==> config.mk <==
export PLATFORM = sky130hd
export DESIGN_NAME = seq_detect_prog_flat
export DESIGN_NICKNAME = d
export VERILOG_FILES = /design/src/rtl/seq_detect_prog_if.sv /design/src/rtl/seq_detect_prog.sv /design/src/flat_wrapper.sv
export SDC_FILE = /design/constraint.sdc
export NUM_CORES = 1
export LEC_CHECK = 0
export CAP_MARGIN = 25
export CORE_ASPECT_RATIO = 1.25
export CORE_MARGIN = 2
export CORE_UTILIZATION = 52
export CTS_CLUSTER_DIAMETER = 120
export DETAILED_ROUTE_END_ITERATION = 7
export PLACE_DENSITY = 0.75
export SLEW_MARGIN = 20
export SYNTH_ARGS = -nofsm -noshare
export SYNTH_HDL_FRONTEND = slang
export SYNTH_SLANG_ARGS = --single-unit
==> constraint.sdc <==
create_clock -name clk -period 3.1 [get_ports clk]
set_input_delay 0.62 -clock clk [delete_from_list [all_inputs] [get_ports clk]]
set_output_delay 0.62 -clock clk [all_outputs]
set_load 0.01 [all_outputs]
==> src/rtl/seq_detect_prog_if.sv <==
// seq_detect_prog_if: stimulus/config/status bundle of the programmable serial pattern detector.
interface seq_detect_prog_if #(
    parameter int MAX_LEN = 8,
    parameter int CNT_W   = 8
);
    localparam int LW = $clog2(MAX_LEN + 1);
    logic               en;
    logic               x;
    logic               cfg_we;
    logic [MAX_LEN-1:0] cfg_pattern;
    logic [LW-1:0]      cfg_len;
    logic               cfg_overlap;
    logic               cnt_clr;
    logic               z;
    logic [CNT_W-1:0]   match_cnt;
    logic               cnt_sat;
    logic               cfg_err;
    modport master (
        output en, x, cfg_we, cfg_pattern, cfg_len, cfg_overlap, cnt_clr,
        input  z, match_cnt, cnt_sat, cfg_err
    );
    modport slave (
        input  en, x, cfg_we, cfg_pattern, cfg_len, cfg_overlap, cnt_clr,
        output z, match_cnt, cnt_sat, cfg_err
    );
endinterface

==> src/rtl/seq_detect_prog.sv <==
// seq_detect_prog: runtime-programmable serial pattern detector with overlap mode and saturating match counter.
module seq_detect_prog #(
    parameter int                 MAX_LEN = 8,
    parameter int                 CNT_W   = 8,
    parameter logic [MAX_LEN-1:0] RST_PAT = 8'h0D,
    parameter int                 RST_LEN = 4,
    parameter logic               RST_OVL = 1'b1
) (
    input logic                   clk,
    input logic                   rst,
    seq_detect_prog_if.slave      sd_if
);
    localparam int LW = $clog2(MAX_LEN + 1);
    logic [MAX_LEN-1:0] hist_q, hist_d, hist_n, pat_q, pat_d, mask;
    logic [LW-1:0]      fill_q, fill_d, fill_n, len_q, len_d;
    logic [CNT_W-1:0]   cnt_q, cnt_d;
    logic               ovl_q, ovl_d, z_q, z_d, err_q, err_d, match, len_ok, ld;
    always_comb begin
        hist_n = {hist_q[MAX_LEN-2:0], sd_if.x};
        fill_n = (fill_q == LW'(MAX_LEN)) ? fill_q : fill_q + 1'b1;
        mask   = ~({MAX_LEN{1'b1}} << len_q);
        match  = (fill_n >= len_q) && (((hist_n ^ pat_q) & mask) == '0);
        len_ok = (sd_if.cfg_len != '0) && (sd_if.cfg_len <= LW'(MAX_LEN));
        ld     = sd_if.cfg_we && len_ok;
        pat_d  = ld ? sd_if.cfg_pattern : pat_q;
        len_d  = ld ? sd_if.cfg_len : len_q;
        ovl_d  = ld ? sd_if.cfg_overlap : ovl_q;
        err_d  = sd_if.cfg_we && !len_ok;
        z_d    = !sd_if.cfg_we && sd_if.en && match;
        hist_d = sd_if.cfg_we ? '0 : sd_if.en ? hist_n : hist_q;
        // Non-overlapping mode restarts progress after a hit so no matched bit is reused
        fill_d = sd_if.cfg_we ? '0 : !sd_if.en ? fill_q : (match && !ovl_q) ? '0 : fill_n;
        cnt_d  = sd_if.cnt_clr ? '0 : (z_d && !(&cnt_q)) ? cnt_q + 1'b1 : cnt_q;
    end
    always_ff @(posedge clk or posedge rst) begin
        if (rst) begin
            hist_q <= '0;
            fill_q <= '0;
            pat_q  <= RST_PAT;
            len_q  <= LW'(RST_LEN);
            ovl_q  <= RST_OVL;
            z_q    <= 1'b0;
            err_q  <= 1'b0;
            cnt_q  <= '0;
        end else begin
            hist_q <= hist_d;
            fill_q <= fill_d;
            pat_q  <= pat_d;
            len_q  <= len_d;
            ovl_q  <= ovl_d;
            z_q    <= z_d;
            err_q  <= err_d;
            cnt_q  <= cnt_d;
        end
    end
    assign sd_if.z         = z_q;
    assign sd_if.match_cnt = cnt_q;
    assign sd_if.cnt_sat   = &cnt_q;
    assign sd_if.cfg_err   = err_q;
endmodule

==> src/flat_wrapper.sv <==
// flat-port wrapper written by rule: the top's interface ports become plain ports
module seq_detect_prog_flat 
#(
    parameter int                 MAX_LEN = 8,
    parameter int                 CNT_W   = 8,
    parameter logic [MAX_LEN-1:0] RST_PAT = 8'h0D,
    parameter int                 RST_LEN = 4,
    parameter logic               RST_OVL = 1'b1
)
  (clk, rst, sd_if_en, sd_if_x, sd_if_cfg_we, sd_if_cfg_pattern, sd_if_cfg_len, sd_if_cfg_overlap, sd_if_cnt_clr, sd_if_z, sd_if_match_cnt, sd_if_cnt_sat, sd_if_cfg_err);
  seq_detect_prog_if #(.MAX_LEN(MAX_LEN), .CNT_W(CNT_W)) sd_if_i ();
  input logic clk;
  input logic rst;
  input wire logic [$bits(sd_if_i.en)-1:0] sd_if_en;
  input wire logic [$bits(sd_if_i.x)-1:0] sd_if_x;
  input wire logic [$bits(sd_if_i.cfg_we)-1:0] sd_if_cfg_we;
  input wire logic [$bits(sd_if_i.cfg_pattern)-1:0] sd_if_cfg_pattern;
  input wire logic [$bits(sd_if_i.cfg_len)-1:0] sd_if_cfg_len;
  input wire logic [$bits(sd_if_i.cfg_overlap)-1:0] sd_if_cfg_overlap;
  input wire logic [$bits(sd_if_i.cnt_clr)-1:0] sd_if_cnt_clr;
  output wire logic [$bits(sd_if_i.z)-1:0] sd_if_z;
  output wire logic [$bits(sd_if_i.match_cnt)-1:0] sd_if_match_cnt;
  output wire logic [$bits(sd_if_i.cnt_sat)-1:0] sd_if_cnt_sat;
  output wire logic [$bits(sd_if_i.cfg_err)-1:0] sd_if_cfg_err;
  assign sd_if_i.en = sd_if_en;
  assign sd_if_i.x = sd_if_x;
  assign sd_if_i.cfg_we = sd_if_cfg_we;
  assign sd_if_i.cfg_pattern = sd_if_cfg_pattern;
  assign sd_if_i.cfg_len = sd_if_cfg_len;
  assign sd_if_i.cfg_overlap = sd_if_cfg_overlap;
  assign sd_if_i.cnt_clr = sd_if_cnt_clr;
  assign sd_if_z = sd_if_i.z;
  assign sd_if_match_cnt = sd_if_i.match_cnt;
  assign sd_if_cnt_sat = sd_if_i.cnt_sat;
  assign sd_if_cfg_err = sd_if_i.cfg_err;
  seq_detect_prog #(.MAX_LEN(MAX_LEN), .CNT_W(CNT_W), .RST_PAT(RST_PAT), .RST_LEN(RST_LEN), .RST_OVL(RST_OVL)) u_core (.clk(clk), .rst(rst), .sd_if(sd_if_i));
endmodule
=== Word level (Yosys, flattened, before mapping) ===
Index checks and enable logic that the tools add are counted.

* Flip-flop bits (word level): 34
* Bits of input ports: 19
* Logic and storage cells: 42

* $add $sub $neg: 2
* Order comparisons: 2
* Equality and inequality tests: 1
* Shift operators: 1
* Mux-type cells: 8
* Bitwise gates (word level): 3
* Reduce and logical (&&, ||, !) cells: 17

{| class="wikitable"
|+ Operators with widths
! cell !! number
|-
| two-way mux 4 bit || 4
|-
| two-way mux 8 bit || 2
|-
| two-way mux 7 bit || 2
|-
| adder 8 x 1 -> 8 bit, second input constant || 1
|-
| bitwise AND 8 bit || 1
|-
| logical AND 1 bit || 8
|-
| logical NOT 8 bit || 1
|-
| inverter 8 bit || 1
|-
| AND reduction 8 bit || 1
|-
| << shifter 8 x 4 -> 8 bit, first input constant || 1
|-
| XOR 8 bit || 1
|-
| adder 4 x 1 -> 4 bit, second input constant || 1
|-
| == test 4 bit, second input constant || 1
|-
| greater-or-equal comparator 4 bit || 1
|-
| <= comparator 4 bit, second input constant || 1
|-
| logical NOT 1 bit || 4
|-
| nonzero test 2 bit || 2
|-
| nonzero test 4 bit || 1
|}

=== Depth between registers and ports, before layout ===
* Word-level depth: 9
* Gate-level depth with buffers: 12
* Mapped depth without buffers: 12

=== Worst setup path before layout ===
Ideal clock, no wire load.

* Kind: register to register
* Start: register u_core.fill_q[0]
* End: register u_core.cnt_q[7], in the netlist u_core.sd_if.match_cnt[7]
* Data arrival time: 2526 ps
* Data required time: 2973 ps
* Setup slack: 447 ps
* Cell stages (with the launch flop): 12
* Path buffers: 0
* Clock period less this slack: 2653 ps
* Cell sequence: dfrtp_1 inv_1 ha_1 nand2_1 nor2_1 xnor2_1 ha_1 o21ai_0 a221o_1 nor4_4 and3_1 mux2_1

* Word-level cells in the longest chain between the ends: 7
* Elaborated cells on any way between the ends: 8
* Those cells by class: 1 x add/sub; 1 x order compare; 1 x eq/ne; 1 x mux; 4 x reduce/logical

{| class="wikitable"
|+ Ends and longest elaborated chain
! element !! RTL line !! RTL
|-
| start: declaration || seq_detect_prog.sv:15 || <nowiki>logic [LW-1:0] fill_q, fill_d, fill_n, len_q, len_d;</nowiki>
|-
| start signal: assignment || seq_detect_prog.sv:47 || <nowiki>fill_q <= fill_d;</nowiki>
|-
| adder 4 x 1 -> 4 bit or == test 4 bit (tied branches) || seq_detect_prog.sv:20 || <nowiki>fill_n = (fill_q == LW'(MAX_LEN)) ? fill_q : fill_q + 1'b1;</nowiki>
|-
| two-way mux 4 bit (*) || seq_detect_prog.sv:20 ||
|-
| greater-or-equal comparator 4 bit (*) || seq_detect_prog.sv:22 || <nowiki>match = (fill_n >= len_q) && (((hist_n ^ pat_q) & mask) == '0);</nowiki>
|-
| logical AND 1 bit (*) || seq_detect_prog.sv:22 ||
|-
| logical AND 1 bit (*) || seq_detect_prog.sv:29 || <nowiki>z_d = !sd_if.cfg_we && sd_if.en && match;</nowiki>
|-
| logical AND 1 bit (*) || seq_detect_prog.sv:33 || <nowiki>cnt_d = sd_if.cnt_clr ? '0 : (z_d && !(&cnt_q)) ? cnt_q + 1'b1 : cnt_q;</nowiki>
|-
| nonzero test 2 bit (no source line) (*) || n/a ||
|-
| end signal: assignment || seq_detect_prog.sv:53 || <nowiki>cnt_q <= cnt_d;</nowiki>
|-
| end: declaration || seq_detect_prog.sv:16 || <nowiki>logic [CNT_W-1:0] cnt_q, cnt_d;</nowiki>
|}

Every way passes the cells marked *; elsewhere a longest branch is shown, timed or not.
A chain may end at the register's enable or synchronous reset.

=== Worst setup path after layout ===
* Start: register u_core.fill_q[0]
* End: register u_core.cnt_q[3], in the netlist u_core.sd_if.match_cnt[3]

The elaborated chain is that of the path after synthesis.

==> out/metrics.csv <==
metric,value,unit
status,"complete, no violations",
nets,230,
timing.final.ws_setup,0.319,ns
ys_seq_elements,34,
antenna_cells_inserted,0,
synthTopCellsByArea,"dfrtp_1 40%, mux2_2 7.5%, dfstp_2 7.3%",
dieWidth,56.7,um
total_power,0.00105,W
syn-num-nets,195,
rsz0062_at_grt,no,
cp-start-kind,flop,
first_iter_violations,28,
yosysSeqAreaShare,47.4,%
hp-class,flop to flop,
synth_area,1810,um2
criticalPathCategory,flop to flop,
htreeDepth,2,
p_leak,0.960,nW
numCtsBuffers,5,
synth-compound-area-share,7.06,%
max_freq,360,MHz
antenna_found_initial,0,
worst_ep_arrival_time,2.95,ns
pre_cts_ws,0.236,ns
coreArea,3250,um2
gp_congestion,0.833,
post-cts-setup-buffer-count,0,
drive_above_1_share,15.1,%
drtPass1Iterations,4,
grt_remaining_overflow,0,
wire_per_inst,14.9,um
hpwl,2710,um
grt_max_degree,35,
setup_tns,0,ns
grt_pass1_wl,6320,um
final_cell_mix,"29 x clkdlybuf4s50_1, 29 x dfrtp_1, 20 x nor2_1",
clock-root-buffer,clkbuf_8,
ctsHoldBuffers,0,
route.detailed.drc,0,
cts_resized,0,
yosys.area_share.xor_xnor,5.82,%
fillCellCount,258,
setup_violations,0,
worst-r2r-cell-count,12,
area.growth.synth_to_final,24.2,%
avgSynthCellArea,10.7,um2
grt_pass1_vias,1405,
ys_warn_count,0,
cts.path.max_buffers,2,
crit_start,u_core.fill_q[0],
clk_pin_slew,0.07,ns
skew,0.00671,ns
endpoint_kind,flop,
synth_fa_ha_area_share,4.85,%
hold_path_depth,1,
ant_nets,0,
synth_simple_gate_area_share,16.5,%
synth_top_family_by_area,simple AND/OR/NAND/NOR gates,
grt.total_usage,20.7,%
clk_latency,0.29,ns
synth_cell_types,29,
period_share,89.7,%
fin_crit,2.78,ns
hold_violations,0,
worstHoldStart,u_core.pat_q[7],
synth_cells,169,
utilization,69.0,%
yosysTopAreaCell,dfrtp_1,
row_count,23,
power_density,466,nW/um2
vias_per_cell,5.55,
vdd_ir_drop_max,0.000464,V
worst_slew_pin_slew,0.536,ns
yosysTopAreaCellShare,40.2,%
cp.required,3.27,ns
drv_cap,0,
crit_fanout,5,
io_buffers,29,
wl,3600,um
cts_tree,built,
synthMuxAreaShare,15.5,%
via_count,1342,
ios,30,
die-area,3960,um2
final_max_slew_viol_count,0,
start_util,55.6,%
clock-sinks,34,
relSlewSlack,64.2,%
r2r-start,u_core.fill_q[0],
die_h,69.9,um
==> cells in the mapped netlist <==
cell type / count
a31oi_1: 1
dfstp_2: 5
nor4_4: 1
o22ai_1: 2
nor3_1: 4
ha_1: 7
or4_4: 1
mux2_1: 4
or4_1: 2
nand2_1: 9
nand2b_1: 5
clkbuf_1: 3
nor4_1: 2
a31o_2: 1
a32o_1: 3
and3_1: 2
nand4_1: 2
nor2_1: 20
dfrtp_1: 29
a21oi_1: 7
xnor2_1: 12
buf_2: 2
nand3_1: 3
mux2i_1: 10
inv_1: 8
a221o_1: 1
o21ai_0: 5
nor2b_1: 6
mux2_2: 12
==> worst paths after layout <==
path,slack [ns],to
worst max-delay path,0.32,u_core.sd_if.match_cnt[3]
worst min-delay path,0.54,u_core.pat_q[7]
worst max register to register,0.32,u_core.sd_if.match_cnt[3]
worst min register to register,0.54,u_core.pat_q[7]
max in group asynchronous,2.04,u_core.len_q[2]
min in group asynchronous,0.72,u_core.sd_if.match_cnt[3]
==> per-layer routing <==
| metal | track usage, % | part of all wire (%) |
|---|---|---|
| met3 | 5.19 | 3.9 |
| met5 | 0 | 0 |
| met1 | 22.7 | 39 |
| met4 | 7.94 | 1.7 |
| met2 | 37.5 | 55 |
==> stage by stage <==
step                      area [um2]  instances  hold slack, ns
after floorplan                 1810        169           0.499
after global placement          2150        234           0.512
after detailed placement        2150        234           0.529
after CTS                       2240        242           0.544
after global routing            2240        242           0.571
final                           2240        242           0.544
==> cell families (layout without fill, tap and decap cells) <==
group                      Yosys count  in the layout
adders and majority gates            7              7
AOI/OAI and AO/OA                   20             20
muxes                               26             26
xor gates and xnor gates            12             12
DFF                                 34             34
buffers and inverters               13             49
and+or+nand+nor                     57             57
==> worst max-delay path, stage by stage, from the launching register on <==
cell and delay [ns]:
dfrtp_1 0.39, inv_1 0.08, ha_1 0.19, nand2_1 0.08
nand2_1 0.05, mux2i_1 0.26, ha_1 0.23, nor3_1 0.05
a221o_1 0.42, nor4_4 0.35, buf_4 0.21, nand2_1 0.06
mux2_1 0.30
==> power breakdown <==
group / switching (W) / total (W) / internal, W
clock: 0.000150 / 0.000329 / 0.000179
combinational: 0.0000881 / 0.000193 / 0.000104
sequential: 0.0000352 / 0.000524 / 0.000489
total: 0.000273 / 0.00105 / 0.000772
==> final cells by class <==
cell class	instances	area (um2)	share of cell area, %
Clock buffer	7	86.3	3.85
Sequential cell	34	857	38.2
Clock inverter	1	5.00	0.223
Inverter	8	30.0	1.34
Tap cell	37	46.3	2.06
Multi-Input combinational cell	122	898	40.0
Timing Repair Buffer	33	320	14.3
==> sequential cells by signal, indices dropped and copies added (netlist names) <==
signal                  cells
u_core.sd_if.z              1
u_core.hist_q               7
u_core.pat_q                8
u_core.sd_if.cfg_err        1
u_core.fill_q               4
u_core.ovl_q                1
u_core.sd_if.match_cnt      8
u_core.len_q                4
(Power assumes the default switching activity.)
